### src/rtl/mem_arbiter.sv
// Shares one register-file memory between CPU port A and loader port B. Accepted reads ack 2 cycles later, writes 4, out-of-range 1.
// Requesters hold req with a stable command until gnt, and only one transaction is in flight at a time.
module mem_arbiter #(
    parameter int ROWS       = 4,
    parameter int FIXED_PRIO = 0
) (
    input  logic        clk,
    input  logic        rst_n,

    input  logic        a_req,
    input  logic        a_we,
    input  logic [2:0]  a_addr,
    input  logic [15:0] a_wdata,
    output logic        a_gnt,
    output logic        a_ack,
    output logic        a_err,

    input  logic        b_req,
    input  logic        b_we,
    input  logic [2:0]  b_addr,
    input  logic [15:0] b_wdata,
    output logic        b_gnt,
    output logic        b_ack,
    output logic        b_err,

    output logic [15:0] rdata,

    output logic        mem_cs,
    output logic        mem_we,
    output logic [2:0]  mem_addr,
    output logic [15:0] mem_din,
    input  logic [15:0] mem_dout
);

    typedef enum logic [2:0] {
        IDLE    = 3'd0,
        RD      = 3'd1,
        WSETUP  = 3'd2,
        WSTROBE = 3'd3,
        WHOLD   = 3'd4,
        RESP    = 3'd5
    } state_t;

    localparam logic [3:0] ROWS_L = 4'(ROWS);

    state_t      state_q, state_d;
    logic        owner_q, owner_d;      // 0 = port A, 1 = port B
    logic        last_b_q, last_b_d;    // last grant went to B, so A is favoured next
    logic        we_q, we_d;
    logic        err_q, err_d;

    logic        a_gnt_q, a_gnt_d;
    logic        b_gnt_q, b_gnt_d;
    logic        a_ack_q, a_ack_d;
    logic        b_ack_q, b_ack_d;
    logic        a_err_q, a_err_d;
    logic        b_err_q, b_err_d;
    logic [15:0] rdata_q, rdata_d;
    logic        mem_cs_q, mem_cs_d;
    logic        mem_we_q, mem_we_d;
    logic [2:0]  mem_addr_q, mem_addr_d;
    logic [15:0] mem_din_q, mem_din_d;

    logic        pick_b;
    logic        sel_we;
    logic [2:0]  sel_addr;
    logic [15:0] sel_wdata;
    logic        sel_oor;

    always_comb begin
        state_d    = state_q;
        owner_d    = owner_q;
        last_b_d   = last_b_q;
        we_d       = we_q;
        err_d      = err_q;
        a_gnt_d    = 1'b0;
        b_gnt_d    = 1'b0;
        a_ack_d    = 1'b0;
        b_ack_d    = 1'b0;
        a_err_d    = 1'b0;
        b_err_d    = 1'b0;
        rdata_d    = rdata_q;
        mem_addr_d = mem_addr_q;
        mem_din_d  = mem_din_q;

        pick_b    = b_req && (!a_req || (FIXED_PRIO == 0 && !last_b_q));
        sel_we    = pick_b ? b_we    : a_we;
        sel_addr  = pick_b ? b_addr  : a_addr;
        sel_wdata = pick_b ? b_wdata : a_wdata;
        sel_oor   = {1'b0, sel_addr} >= ROWS_L;

        unique case (state_q)
            IDLE: begin
                if (a_req || b_req) begin
                    owner_d  = pick_b;
                    last_b_d = pick_b;
                    we_d     = sel_we;
                    err_d    = sel_oor;
                    a_gnt_d  = !pick_b;
                    b_gnt_d  = pick_b;
                    if (sel_oor) begin
                        state_d = RESP;
                    end else begin
                        mem_addr_d = sel_addr;
                        if (sel_we) begin
                            mem_din_d = sel_wdata;
                            state_d   = WSETUP;
                        end else begin
                            state_d = RD;
                        end
                    end
                end
            end
            RD: begin
                rdata_d = mem_dout;
                state_d = RESP;
            end
            WSETUP:  state_d = WSTROBE;
            WSTROBE: state_d = WHOLD;
            WHOLD:   state_d = RESP;
            RESP: begin
                a_ack_d = !owner_q;
                b_ack_d = owner_q;
                a_err_d = !owner_q && err_q;
                b_err_d = owner_q && err_q;
                // An out-of-range read still completes as a read, returning zero.
                if (err_q && !we_q) begin
                    rdata_d = '0;
                end
                state_d = IDLE;
            end
            default: state_d = IDLE;
        endcase

        // Strobe sits strictly inside the cs window so addr/din settle a cycle either side of it.
        mem_cs_d = (state_d == RD) || (state_d == WSETUP) ||
                   (state_d == WSTROBE) || (state_d == WHOLD);
        mem_we_d = (state_d == WSTROBE);
    end

    always_ff @(posedge clk) begin
        if (!rst_n) begin
            state_q    <= IDLE;
            owner_q    <= 1'b0;
            last_b_q   <= 1'b1;
            we_q       <= 1'b0;
            err_q      <= 1'b0;
            a_gnt_q    <= 1'b0;
            b_gnt_q    <= 1'b0;
            a_ack_q    <= 1'b0;
            b_ack_q    <= 1'b0;
            a_err_q    <= 1'b0;
            b_err_q    <= 1'b0;
            rdata_q    <= '0;
            mem_cs_q   <= 1'b0;
            mem_we_q   <= 1'b0;
            mem_addr_q <= '0;
            mem_din_q  <= '0;
        end else begin
            state_q    <= state_d;
            owner_q    <= owner_d;
            last_b_q   <= last_b_d;
            we_q       <= we_d;
            err_q      <= err_d;
            a_gnt_q    <= a_gnt_d;
            b_gnt_q    <= b_gnt_d;
            a_ack_q    <= a_ack_d;
            b_ack_q    <= b_ack_d;
            a_err_q    <= a_err_d;
            b_err_q    <= b_err_d;
            rdata_q    <= rdata_d;
            mem_cs_q   <= mem_cs_d;
            mem_we_q   <= mem_we_d;
            mem_addr_q <= mem_addr_d;
            mem_din_q  <= mem_din_d;
        end
    end

    assign a_gnt    = a_gnt_q;
    assign b_gnt    = b_gnt_q;
    assign a_ack    = a_ack_q;
    assign b_ack    = b_ack_q;
    assign a_err    = a_err_q;
    assign b_err    = b_err_q;
    assign rdata    = rdata_q;
    assign mem_cs   = mem_cs_q;
    assign mem_we   = mem_we_q;
    assign mem_addr = mem_addr_q;
    assign mem_din  = mem_din_q;

endmodule

### config.mk
export PLATFORM = sky130hd
export DESIGN_NAME = mem_arbiter
export DESIGN_NICKNAME = d
export VERILOG_FILES = /design/src/rtl/mem_arbiter.sv
export SDC_FILE = /design/constraint.sdc
export NUM_CORES = 1
export LEC_CHECK = 0
export BUFFER_PORTS_ARGS = -buffer_cell sky130_fd_sc_hd__buf_2
export CAP_MARGIN = 10
export CORE_ASPECT_RATIO = 1.75
export CORE_MARGIN = 3
export CORE_UTILIZATION = 40
export CTS_BUF_LIST = sky130_fd_sc_hd__clkbuf_16
export DETAILED_ROUTE_END_ITERATION = 8
export HOLD_SLACK_MARGIN = 0.12
export PLACE_DENSITY = 0.72
export SLEW_MARGIN = 20
export SYNTH_ARGS = -nofsm -noshare
export SYNTH_HDL_FRONTEND = slang
export SYNTH_SLANG_ARGS = --single-unit
### constraint.sdc
create_clock -name clk -period 2.3 [get_ports clk]
set_input_delay 0.345 -clock clk [delete_from_list [all_inputs] [get_ports clk]]
set_output_delay 0.345 -clock clk [all_outputs]
set_load 0.02 [all_outputs]
## Word level (Yosys, flattened, before mapping)

Cells that the tools add are included.

- Register bits after elaboration: 50
- Input port bits: 60
- Output and inout port bits: 43
- Logic and storage cells: 60

- $lt $le $gt $ge: 1
- Equal/unequal tests: 10
- Mux-type cells: 9
- Bitwise logic cells: 1
- Reductions and logical operators: 23

Operator list:

| kind | count |
|---|---|
| two-way mux 16 bit | 2 |
| one-hot mux 16 bit (2 select lines) | 1 |
| equality test 3 x 2 -> 1 bit (second input constant) | 4 |
| one-hot mux 3 bit (4 select lines) | 1 |
| equality test 3 bit (second input constant) | 3 |
| two-way mux 3 bit | 3 |
| equality test 3 x 1 -> 1 bit (second input constant) | 2 |
| AND reduction 2 bit | 3 |
| AND reduction 3 bit | 2 |
| logical NOT 1 bit | 5 |
| logical OR 1 bit | 5 |
| logical AND 1 bit | 4 |
| AND reduction 4 bit | 1 |
| greater-or-equal comparator 3 bit (second input constant) | 1 |
| logical NOT 3 bit | 1 |
| two-way mux 2 bit | 1 |
| != test 2 bit (second input constant) | 1 |
| nonzero test 2 bit | 1 |
| OR reduction 2 bit | 1 |
| two-way mux 1 bit | 1 |
| NOT 1 bit | 1 |

## Depth between registers and ports, before layout

Gate-level depths: netlist (run 1).

- Depth in word-level cells: 12
- Mapped depth: 7
- Mapped depth without buffers: 4

## Least setup slack after synthesis (run 1)

No wires, ideal clock.

- Path kind: input-to-reg
- Start: input port a_req
- End: register mem_din_q[0] (netlist: mem_din[0])
- Arrival time: 1.556 ns
- Required time: 2.241 ns
- Path slack: 0.686 ns
- Cell stages on the path: 7
- Buffers on the path: 3
- Cell sequence: buf_2 > a21bo_1 > buf_6 > mux2_4 > nor2_8 > buf_6 > o221a_2

- Longest elaborated chain between the ends: 7
- Elaborated cells between the ends (all ways): 10
- Those cells by class: 1 x order compare; 3 x mux; 1 x bitwise; 5 x reduce/logical

Ends and longest elaborated chain:

| item | RTL line | RTL |
|---|---|---|
| from (decl) | 10 | `input logic a_req,` |
| logical NOT 1 bit | 86 | `pick_b = b_req && (!a_req \|\| (FIXED_PRIO == 0 && !last_b_q));` |
| logical OR 1 bit | 86 |  |
| logical AND 1 bit | 86 |  |
| two-way mux 3 bit | 88 | `sel_addr = pick_b ? b_addr : a_addr;` |
| greater-or-equal comparator 3 bit | 90 | `sel_oor = {1'b0, sel_addr} >= ROWS_L;` |
| NOT 1 bit (no source line) | -- |  |
| AND reduction 4 bit (no source line) | -- |  |
| to (signal assigned) | 175 | `mem_din_q <= mem_din_d;` |
| to (decl) | 62 | `logic [15:0] mem_din_q, mem_din_d;` |

Parallel ways exist; a longest one is shown, timed or not.
A chain may end at the register's enable or synchronous reset.

## Worst setup path in the final report (run 1)

- Start: register state_q[2]
- End: register rdata_q[4] (netlist: rdata[4])

- Longest elaborated chain between the ends: 3
- Elaborated cells between the ends (all ways): 6
- Those cells by class: 3 x eq/ne; 1 x mux; 2 x reduce/logical

Ends and longest elaborated chain:

| item | RTL line | RTL |
|---|---|---|
| from (decl) | 46 | `state_t state_q, state_d;` |
| from (signal assigned) | 160 | `state_q <= state_d;` |
| equality test 3 bit / equality test 3 x 1 -> 1 bit (equally long branches) | 92 | `unique case (state_q)` |
| != test 2 bit (no source line) / nonzero test 2 bit (equally long branches) | -- |  |
| AND reduction 2 bit (no source line) | -- |  |
| to (signal assigned) | 171 | `rdata_q <= rdata_d;` |
| to (decl) | 58 | `logic [15:0] rdata_q, rdata_d;` |

Parallel ways exist; a longest one is shown, timed or not.

==> results of run 1 <==
logic make-up (layout without fill, tap and decap cells):
kind of cell	Yosys count	in the layout
DFF	50	50
AOI/OAI and AO/OA	69	69
muxes	5	5
and+or+nand+nor	75	75
buffers and inverters	22	118
adders and majority gates	1	1
through the flow:
stage	util (%)	setup slack [ns]	hold slack, ns
3_5_place_dp	52.0	0.490	0.470
2_1_floorplan	-	0.686	0.429
3_3_place_gp	52.0	0.544	0.467
5_1_grt	55.4	0.263	0.305
6_report	55.4	0.508	0.293
4_1_cts	55.4	0.497	0.289
metal layers:
metal / routed length [um] / GRT usage, % / up-vias
met1: 1930 / 18.9 / 886
met3: 367 / 4.74 / 5
met5: 0 / 0 / -
met2: 2780 / 33.4 / 74
met4: 41 / 5.12 / 0
li1: - / - / 1005
sequential cells by signal (all words and copies together) (netlist names), 3 cells and up:
register  flops
rdata        16
mem_addr      3
state_q       3
mem_din      16
Yosys cell counts (3+ instances only):
cell type / instances / share of area (%)
clkbuf_1: 13 / 2.4
dfxtp_1: 50 / 49
a21oi_1: 22 / 5.3
inv_1: 3 / 0.55
nor2_1: 37 / 6.7
nor2b_1: 4 / 1.2
nor3_1: 19 / 4.6
o221a_2: 9 / 4.9
buf_2: 4 / 0.97
and3_1: 4 / 1.2
o221a_1: 7 / 3.8
a22oi_1: 17 / 6.2
mux2i_1: 3 / 1.5
critical path: cells and delay by family (launching register included):
| family | cells | cell delay, ns |
|---|---|---|
| AOI/OAI and AO/OA | 2 | 1.03 |
| DFF | 1 | 0.48 |
| and+or+nand+nor | 1 | 0.12 |
| buffers and inverters | 1 | 0.09 |
final timing paths:
check	slack, ns	cells after the start	end	from
setup / recovery	0.51	4	rdata[4]	state_q[2]
setup reg to reg	0.51	4	rdata[4]	state_q[2]
hold reg to reg	0.47	1	a_ack	owner_q
hold / removal	0.29	3	rdata[1]	mem_dout[1]
cell type report:
class | instances | share of cell area [%]
multi-input combinational | 150 | 34.8
sequential | 50 | 36.3
clock buffer | 5 | 4.54
tap | 54 | 2.45
inverter | 3 | 0.409
clock inverter | 3 | 1.59
timing repair buffer | 107 | 19.9
power by group through the flow:
stage / logic (mW) / registers, mW / clock network (mW)
global placement: 0.475 / 1.01 / 0
floorplan: 0.257 / 1.07 / 0
detailed placement: 0.484 / 1.01 / 0
finish: 0.478 / 0.991 / 0.823
global route: 0.530 / 1.00 / 0.879
CTS: 0.485 / 0.991 / 0.845
==> metrics.txt, run 1 <==
outcome finished, final reports clean; Reg area 1000 um2; worst-path maximum fanout 16; most common cell after layout, fill and taps aside buf_2; CTS H-tree lvls 2; final WL 5.12 mm; Layout Nets 377; placed cell count 364; fin. max-slew vios 0; vias in the first global route 1,916; placed cell area 2590 um2; power density over the cells 832 nW/um2; Syn Area/Cell 9.29 um2; Clock transition at path regs 0.06 ns; Synth Area in Adders 0.485%; xor/xnor cell area share of the yosys netlist 0%; sequential share of power 43.2%; CTS tree built; Synth Area in Simple Gates 17.6%; Ys Warns 0; worst rel slew slack 30.6%; Layout Cells excl Fill 372; max cap viols 0; CTS Buffer Depth 2; worst-case vdd ir drop 0.000981 V; Async S/R FF share, synth 0%; cell internal pwr 1.65 mW; Root Buffer clkbuf_16; switching share of power 28.1%; crit-path max cell delay 0.82 ns; number of synthesized register bits 50; synthesized net count 282; PostCTS Resize Cnt 0; Fin. Hold Viols 0; unrepaired setup endpoints after global routing false; # diodes 0; num rows 34; Die Y 101 um; Clock power frac 35.9%; CP required 2.52 ns; Post-Synthesis Cells 222; Least-Margin Pin Slew 1.03 ns; share of layout cells above drive strength 1 40.6%; Post-synth EDFFs 0; fillcell total 474; Critical Path Source Type flip-flop; CP cell instances inv_1 -> o21ai_1 -> a22oi_1 -> nor2_1; Final ANT Viol Nets 0; Netlist cell types 35; largest family of logic cells by synthesized area compound AO/OA/AOI/OAI gates; Starting Density 41.5%; ys flop type dfxtp_1; Syn-to-layout area delta 33.6%; Worst setup EP type flip-flop; Max Clock Freq 558 MHz; GP Congestion 0.724; final setup fails 0; Final min period 1.79 ns; vias per cell 5.30; Layout Skew 0.00590 ns; Final Cycle Share 77.9%; routed vias 1,970; CTS hold repair buffers 0; multiplexer share of the synthesized area 2.73%; pin count of the biggest net entering global routing 27; DRC Markers 0; DRT iter0 DRCs 51; Clk Latency, worst-skew pair 0.28 ns; global-route usage over all layers 17.9%; total negative slack 0 ns; Final HPWL DP 3.93 mm; cts bufs inserted 5; DR WL/cell 13.8 um; Net Switching 0.644 mW; Setup CP Type flip-flop to flip-flop; most used cells in the layout excluding fill and tap cells buf_2, dfxtp_1, nor2_1; Slowest-stage cell, CP o21ai_1; global-route wire length before repair 8.39 mm; GRT overflow 0; Static Leak 1.33 nW; logic gate share of total power 20.9%; io pins 103; area of the multi-input gates 960 um2; overall die width 60.3 um; final non-filler cell area 2760 um2; Core Footprint 4980 um2; sequential fraction of the synthesis area 48.5%; Setup Buffers After CTS 0; Tot Pwr 2.29 mW; Die Area 6090 um2; Num Clock Sinks 50; initial antenna violation count 0; Hold WC Path Type input port to flip-flop; Synth Area in Compound Gates 25.7%; CP arrival 2.01 ns; port buffer count 102; drt pass-1 iters 4; Post-Syn Area 2060 um2
(Power assumes the default switching activity.)
==> inputs of run 2 (changes only) <==
--- a/config.mk
+++ b/config.mk
@@ -13,7 +13,7 @@
 export CTS_BUF_LIST = sky130_fd_sc_hd__clkbuf_16
 export DETAILED_ROUTE_END_ITERATION = 8
 export HOLD_SLACK_MARGIN = 0.12
-export PLACE_DENSITY = 0.72
+export PLACE_DENSITY = 0.75
 export SLEW_MARGIN = 20
 export SYNTH_ARGS = -nofsm -noshare
 export SYNTH_HDL_FRONTEND = slang
==> constraint.sdc (replaced) <==
create_clock -name clk -period 1.6 [get_ports clk]
set_input_delay 0.24 -clock clk [delete_from_list [all_inputs] [get_ports clk]]
set_output_delay 0.24 -clock clk [all_outputs]
set_load 0.02 [all_outputs]
==> run 2 against run 1 <==
  * Sequential cell count unchanged
  * Die area unchanged
  * Global-route usage increased by 0.12 points
  * Clock skew increased by 0.0026 ns
  * Critical path type unchanged
  * Total power increased by 46%
  * Sequential share of layout area decreased by 1.2 points
  * Design area increased by 3.3%
  * Clock power increased by 43%
  * Combinational power increased by 58%
  * Final cell count increased by 2.7%
  * Largest power group unchanged
==> metrics.txt, run 2 (synthesized netlist as in run 1, its figures left out) <==
Slowest-stage cell, CP dfxtp_1; initial antenna violation count 0 (unchanged); Final min period 1.51 ns (-0.280 ns); drt pass-1 iters 4 (unchanged); vias in the first global route 1,987 (+3.7%); CP required 1.77 ns (-0.75 ns); CP delay by family, top compound AO/OA/AOI/OAI gates; Die Area 6090 um2 (unchanged); Final HPWL DP 4.04 mm (+2.9%); Buf/Inv on CP 1 (unchanged); DRT iter0 DRCs 35 (-31%); worst rel slew slack 57.2% (+27 points); Layout Nets 387 (+2.7%); Static Leak 1.39 nW (+3.9%); GRT overflow 0 (unchanged); final setup fails 0 (unchanged); Num Clock Sinks 50 (unchanged); vias per cell 5.29 (about the same); global-route wire length before repair 8.47 mm (+0.91%); setup ws final 0.0877 ns (-0.420 ns); # diodes 0 (unchanged); global-route usage over all layers 18.1% (+0.12 points); Clk Latency, worst-skew pair 0.28 ns (about the same); Syn-to-layout area delta 38.0%; GP Congestion 0.808 (+12%); DR WL/cell 13.5 um (-1.5%); Net Switching 0.934 mW (+45%); Max Clock Freq 661 MHz (+19%); worst-path maximum fanout 10 (-6); share of layout cells above drive strength 1 43.0% (+2.4 points); Root Buffer clkbuf_16; Setup Buffers After CTS 0 (unchanged); cell internal pwr 2.41 mW (+46%); Starting Density 41.5% (unchanged); Layout Skew 0.00845 ns (+0.00255 ns); overall die width 60.3 um (unchanged); Critical Path Source Type flip-flop; crit-path max cell delay 0.33 ns (-0.49 ns); CTS H-tree lvls 2 (unchanged); Clock transition at path regs 0.07 ns (about the same); CTS tree built; Setup CP Type flip-flop to flip-flop; placed cell area 2680 um2 (+3.4%); final non-filler cell area 2850 um2 (+3.3%); most used cells in the layout excluding fill and tap cells buf_2, dfxtp_1, nor2_1; final WL 5.18 mm (+1.2%); Worst setup EP type flip-flop; Least-Margin Pin Slew 0.641 ns (-0.393 ns); Tot Pwr 3.34 mW (+46%); switching share of power 28.0% (-0.14 points); Die Y 101 um (unchanged); CP arrival 1.69 ns (-0.32 ns); pin count of the biggest net entering global routing 28 (+3.7%); Final Cycle Share 94.5% (+17 points); outcome finished, final reports clean; fin. max-slew vios 0 (unchanged); Core Footprint 4980 um2 (unchanged); cts bufs inserted 5 (unchanged); port buffer count 102 (unchanged); num rows 34 (unchanged); io pins 103 (unchanged); most common cell after layout, fill and taps aside buf_2; DRC Markers 0 (unchanged); power density over the cells 1170 nW/um2 (+41%); Final ANT Viol Nets 0 (unchanged); Hold WC Path Type input port to flip-flop; total negative slack 0 ns (unchanged); routed vias 2,021 (+2.6%); Fin. Hold Viols 0 (unchanged); unrepaired setup endpoints after global routing false; logic gate share of total power 22.5% (+1.6 points); CP cell instances nor3_1 -> o21ai_2 -> buf_4 -> o221a_2; Clock power frac 35.3% (-0.6 points); sequential share of power 42.2% (-1.0 points); worst-case vdd ir drop 0.00102 V (+4.4%); CTS Buffer Depth 2 (unchanged); DP Worst Slack -0.0984 ns (-0.588 ns); max cap viols 0 (unchanged)
-- run 2: worst min-delay path, stage by stage --
cell	delay, ns
buf_2	0.08
a22oi_1	0.05
nor2_1	0.07
-- run 2: final cells by class --
type | count | area (um2)
multi-input combinational | 150 | 963
clock inverter | 3 | 43.8
timing repair buffer | 117 | 636
tap | 54 | 67.6
fill | 461 | 2130
inverter | 3 | 11.3
clock buffer | 5 | 125
sequential | 50 | 1000
-- run 2: power groups by stage --
stage	registers (mW)	logic [mW]	clock network, mW
2_1_floorplan	1.54	0.369	0
3_3_place_gp	1.43	0.740	0
3_5_place_dp	1.44	0.758	0
4_1_cts	1.41	0.763	1.21
5_1_grt	1.42	0.832	1.26
6_report	1.41	0.753	1.18
-- run 2: layer usage --
layer  wire length, um  global-route usage (%)
met2              2880                    34.5
met3               376                    4.62
met1              1800                    17.4
met5                 0                       0
met4               112                    7.00
-- run 2: final timing paths --
kind               startpoint           to  slack (ns)  cells past startpoint
hold reg to reg   mem_addr[2]  mem_addr[2]        0.48                      1
hold / removal    mem_dout[3]     rdata[3]        0.19                      3
setup / recovery   state_q[2]   mem_din[3]        0.09                      4
setup reg to reg   state_q[2]   mem_din[3]        0.09                      4
-- run 2: per-stage QoR --
step / hold slack, ns / instances / utilization [%]
floorplan: 0.388 / 222 / -
global placement: 0.464 / 374 / 53.7
detailed placement: 0.469 / 374 / 53.7
CTS: 0.183 / 382 / 57.2
global route: 0.180 / 382 / 57.2
finish: 0.187 / 382 / 57.2
-- run 2: timing repair --
item | in CTS | in global routing
hold buffers | 0 | 0
gates resized for setup | 1 | 1
pin swaps | 0 | 0
cloned | 0 | 0
setup endpoints to repair | 16 | 11
==> inputs of run 3 (changes only) <==
--- a/config.mk
+++ b/config.mk
@@ -14,6 +14,7 @@
 export DETAILED_ROUTE_END_ITERATION = 8
 export HOLD_SLACK_MARGIN = 0.12
 export PLACE_DENSITY = 0.75
+export RECOVER_POWER = 50
 export SLEW_MARGIN = 20
 export SYNTH_ARGS = -nofsm -noshare
 export SYNTH_HDL_FRONTEND = slang
==> run 3 against run 2 <==
  * Hold slack is essentially flat
  * Count of clock-buffer cells in the layout is the same
  * Design area shrank 2.0%
  * Die area unchanged
  * Global-route usage did not move
  * Sequential cell count is the same
  * Sequential share of layout area up 0.72 points
  * Register-to-register slack hardly changed
  * Combinational power shrank 3.6%
  * Fmax increased by 0.16%
  * Sequential power about the same
  * Wire length is 0.19% higher
  * Largest cell class unchanged
==> metrics.txt, run 3 (synthesized netlist as in run 1, its figures left out) <==
Slowest-stage cell, CP dfxtp_1; Fin. Hold Viols 0 (unchanged); Final HPWL DP 4.04 mm (unchanged); overall die width 60.3 um (unchanged); CP required 1.77 ns (about the same); fillcell total 491 (+6.5%); worst-path maximum fanout 10 (unchanged); Num Clock Sinks 50 (unchanged); Hold WC Path Type input port to flip-flop; CTS tree built; global-route wire length before repair 8.47 mm (unchanged); GRT overflow 0 (unchanged); crit-path max cell delay 0.33 ns (about the same); Final min period 1.51 ns (-0.00244 ns); Static Leak 1.20 nW (-13%); vias in the first global route 1,987 (unchanged); cts bufs inserted 5 (unchanged); vias per cell 5.28 (-0.25%); Worst setup EP type flip-flop; r2r setup slk 0.09 ns (about the same); max cap viols 0 (unchanged); Die Area 6090 um2 (unchanged); Clk Latency, worst-skew pair 0.28 ns (about the same); most common cell after layout, fill and taps aside buf_2; DP Worst Slack -0.0984 ns (unchanged); port buffer count 102 (unchanged); CP delay by family, top compound AO/OA/AOI/OAI gates; area of the multi-input gates 963 um2 (unchanged); setup ws final 0.0901 ns (+0.00244 ns); Buf/Inv on CP 1 (unchanged); final non-filler cell area 2790 um2 (-2.0%); placed cell area 2680 um2 (unchanged); fin. max-slew vios 0 (unchanged); Least-Margin Pin Slew 0.643 ns (+0.00126 ns); total negative slack 0 ns (unchanged); final setup fails 0 (unchanged); CP arrival 1.68 ns (about the same); pin count of the biggest net entering global routing 28 (unchanged); Core Footprint 4980 um2 (unchanged); Root Buffer clkbuf_16; Max Clock Freq 662 MHz (+0.16%); # diodes 0 (unchanged); DR WL/cell 13.6 um (+0.19%); Syn-to-layout area delta 35.2%; share of layout cells above drive strength 1 29.6% (-13 points); Setup Buffers After CTS 0 (unchanged); Critical Path Source Type flip-flop; outcome finished, final reports clean; drt pass-1 iters 4 (unchanged); global-route usage over all layers 18.1% (unchanged); Die Y 101 um (unchanged); power density over the cells 1190 nW/um2 (+1.4%); worst-case vdd ir drop 0.00102 V (-0.32%); DRC Markers 0 (unchanged); Tot Pwr 3.32 mW (-0.69%); Final Cycle Share 94.4% (-0.15 points); CTS H-tree lvls 2 (unchanged); worst rel slew slack 57.2% (-0.084 points); GP Congestion 0.808 (unchanged); Layout Nets 387 (unchanged); CTS Buffer Depth 2 (unchanged); Starting Density 41.5% (unchanged); Clock transition at path regs 0.07 ns (about the same); CP cell instances nor3_1 -> o21ai_2 -> buf_4 -> o221a_2; routed vias 2,016 (-0.25%); DRT iter0 DRCs 34 (-2.9%); initial antenna violation count 0 (unchanged); final WL 5.19 mm (+0.19%); unrepaired setup endpoints after global routing false; io pins 103 (unchanged); Final ANT Viol Nets 0 (unchanged); num rows 34 (unchanged); Reg area 1000 um2 (unchanged); Setup CP Type flip-flop to flip-flop; Layout Skew 0.00837 ns (-0.0000848 ns); most used cells in the layout excluding fill and tap cells buf_2, dfxtp_1, clkbuf_1
## run 3: changes by cell type in the layout (fill, tap and decap cells not counted), sizes merged
cell / previous run / this run
clkbuf: 5 / 49
buf: 117 / 73
## run 3: routing by layer
layer	vias to the layer above	global-route usage, %	routed length (um)
met3	11	4.62	367
li1	1022	-	-
met2	73	34.5	2870
met5	-	0	0
met4	0	7.00	112
met1	910	17.4	1830
## run 3: worst reg2reg max path: stages, from the launching register on
cell     delay (ns)
dfxtp_1        0.33
nor3_1         0.33
o21ai_2        0.27
buf_4          0.25
o221a_2        0.23
## run 3: metrics by stage
stage          instances  hold slack, ns  util [%]
2_1_floorplan        222           0.388         -
3_3_place_gp         374           0.464      53.7
3_5_place_dp         374           0.469      53.7
4_1_cts              382           0.183      57.2
5_1_grt              382           0.180      56.1
6_report             382           0.187      56.1
## run 3: worst paths after layout
path         depth (start not counted)    endpoint         from
max                                  4  mem_din[3]   state_q[2]
min                                  3    rdata[3]  mem_dout[3]
max reg2reg                          4  mem_din[3]   state_q[2]
min reg2reg                          1       a_ack      owner_q
## run 3: repair_timing
item,CTS,global route
setup endpoints to repair,16,11
cloned,0,0
hold buffers,0,0
gates resized for setup,1,1
## run 3: report_power, final
part / switching [mW] / internal, mW
clock network: 0.439 / 0.739
logic: 0.440 / 0.286
registers: 0.0588 / 1.35
## run 3: area by class of cell
cell class	instances	share of cell area (%)
clock buffer	5	4.48
clock inverter	3	1.57
inverter	3	0.404
multi-input combinational	150	34.5
sequential	50	35.9
tap	54	2.42
timing repair buffer	117	20.7
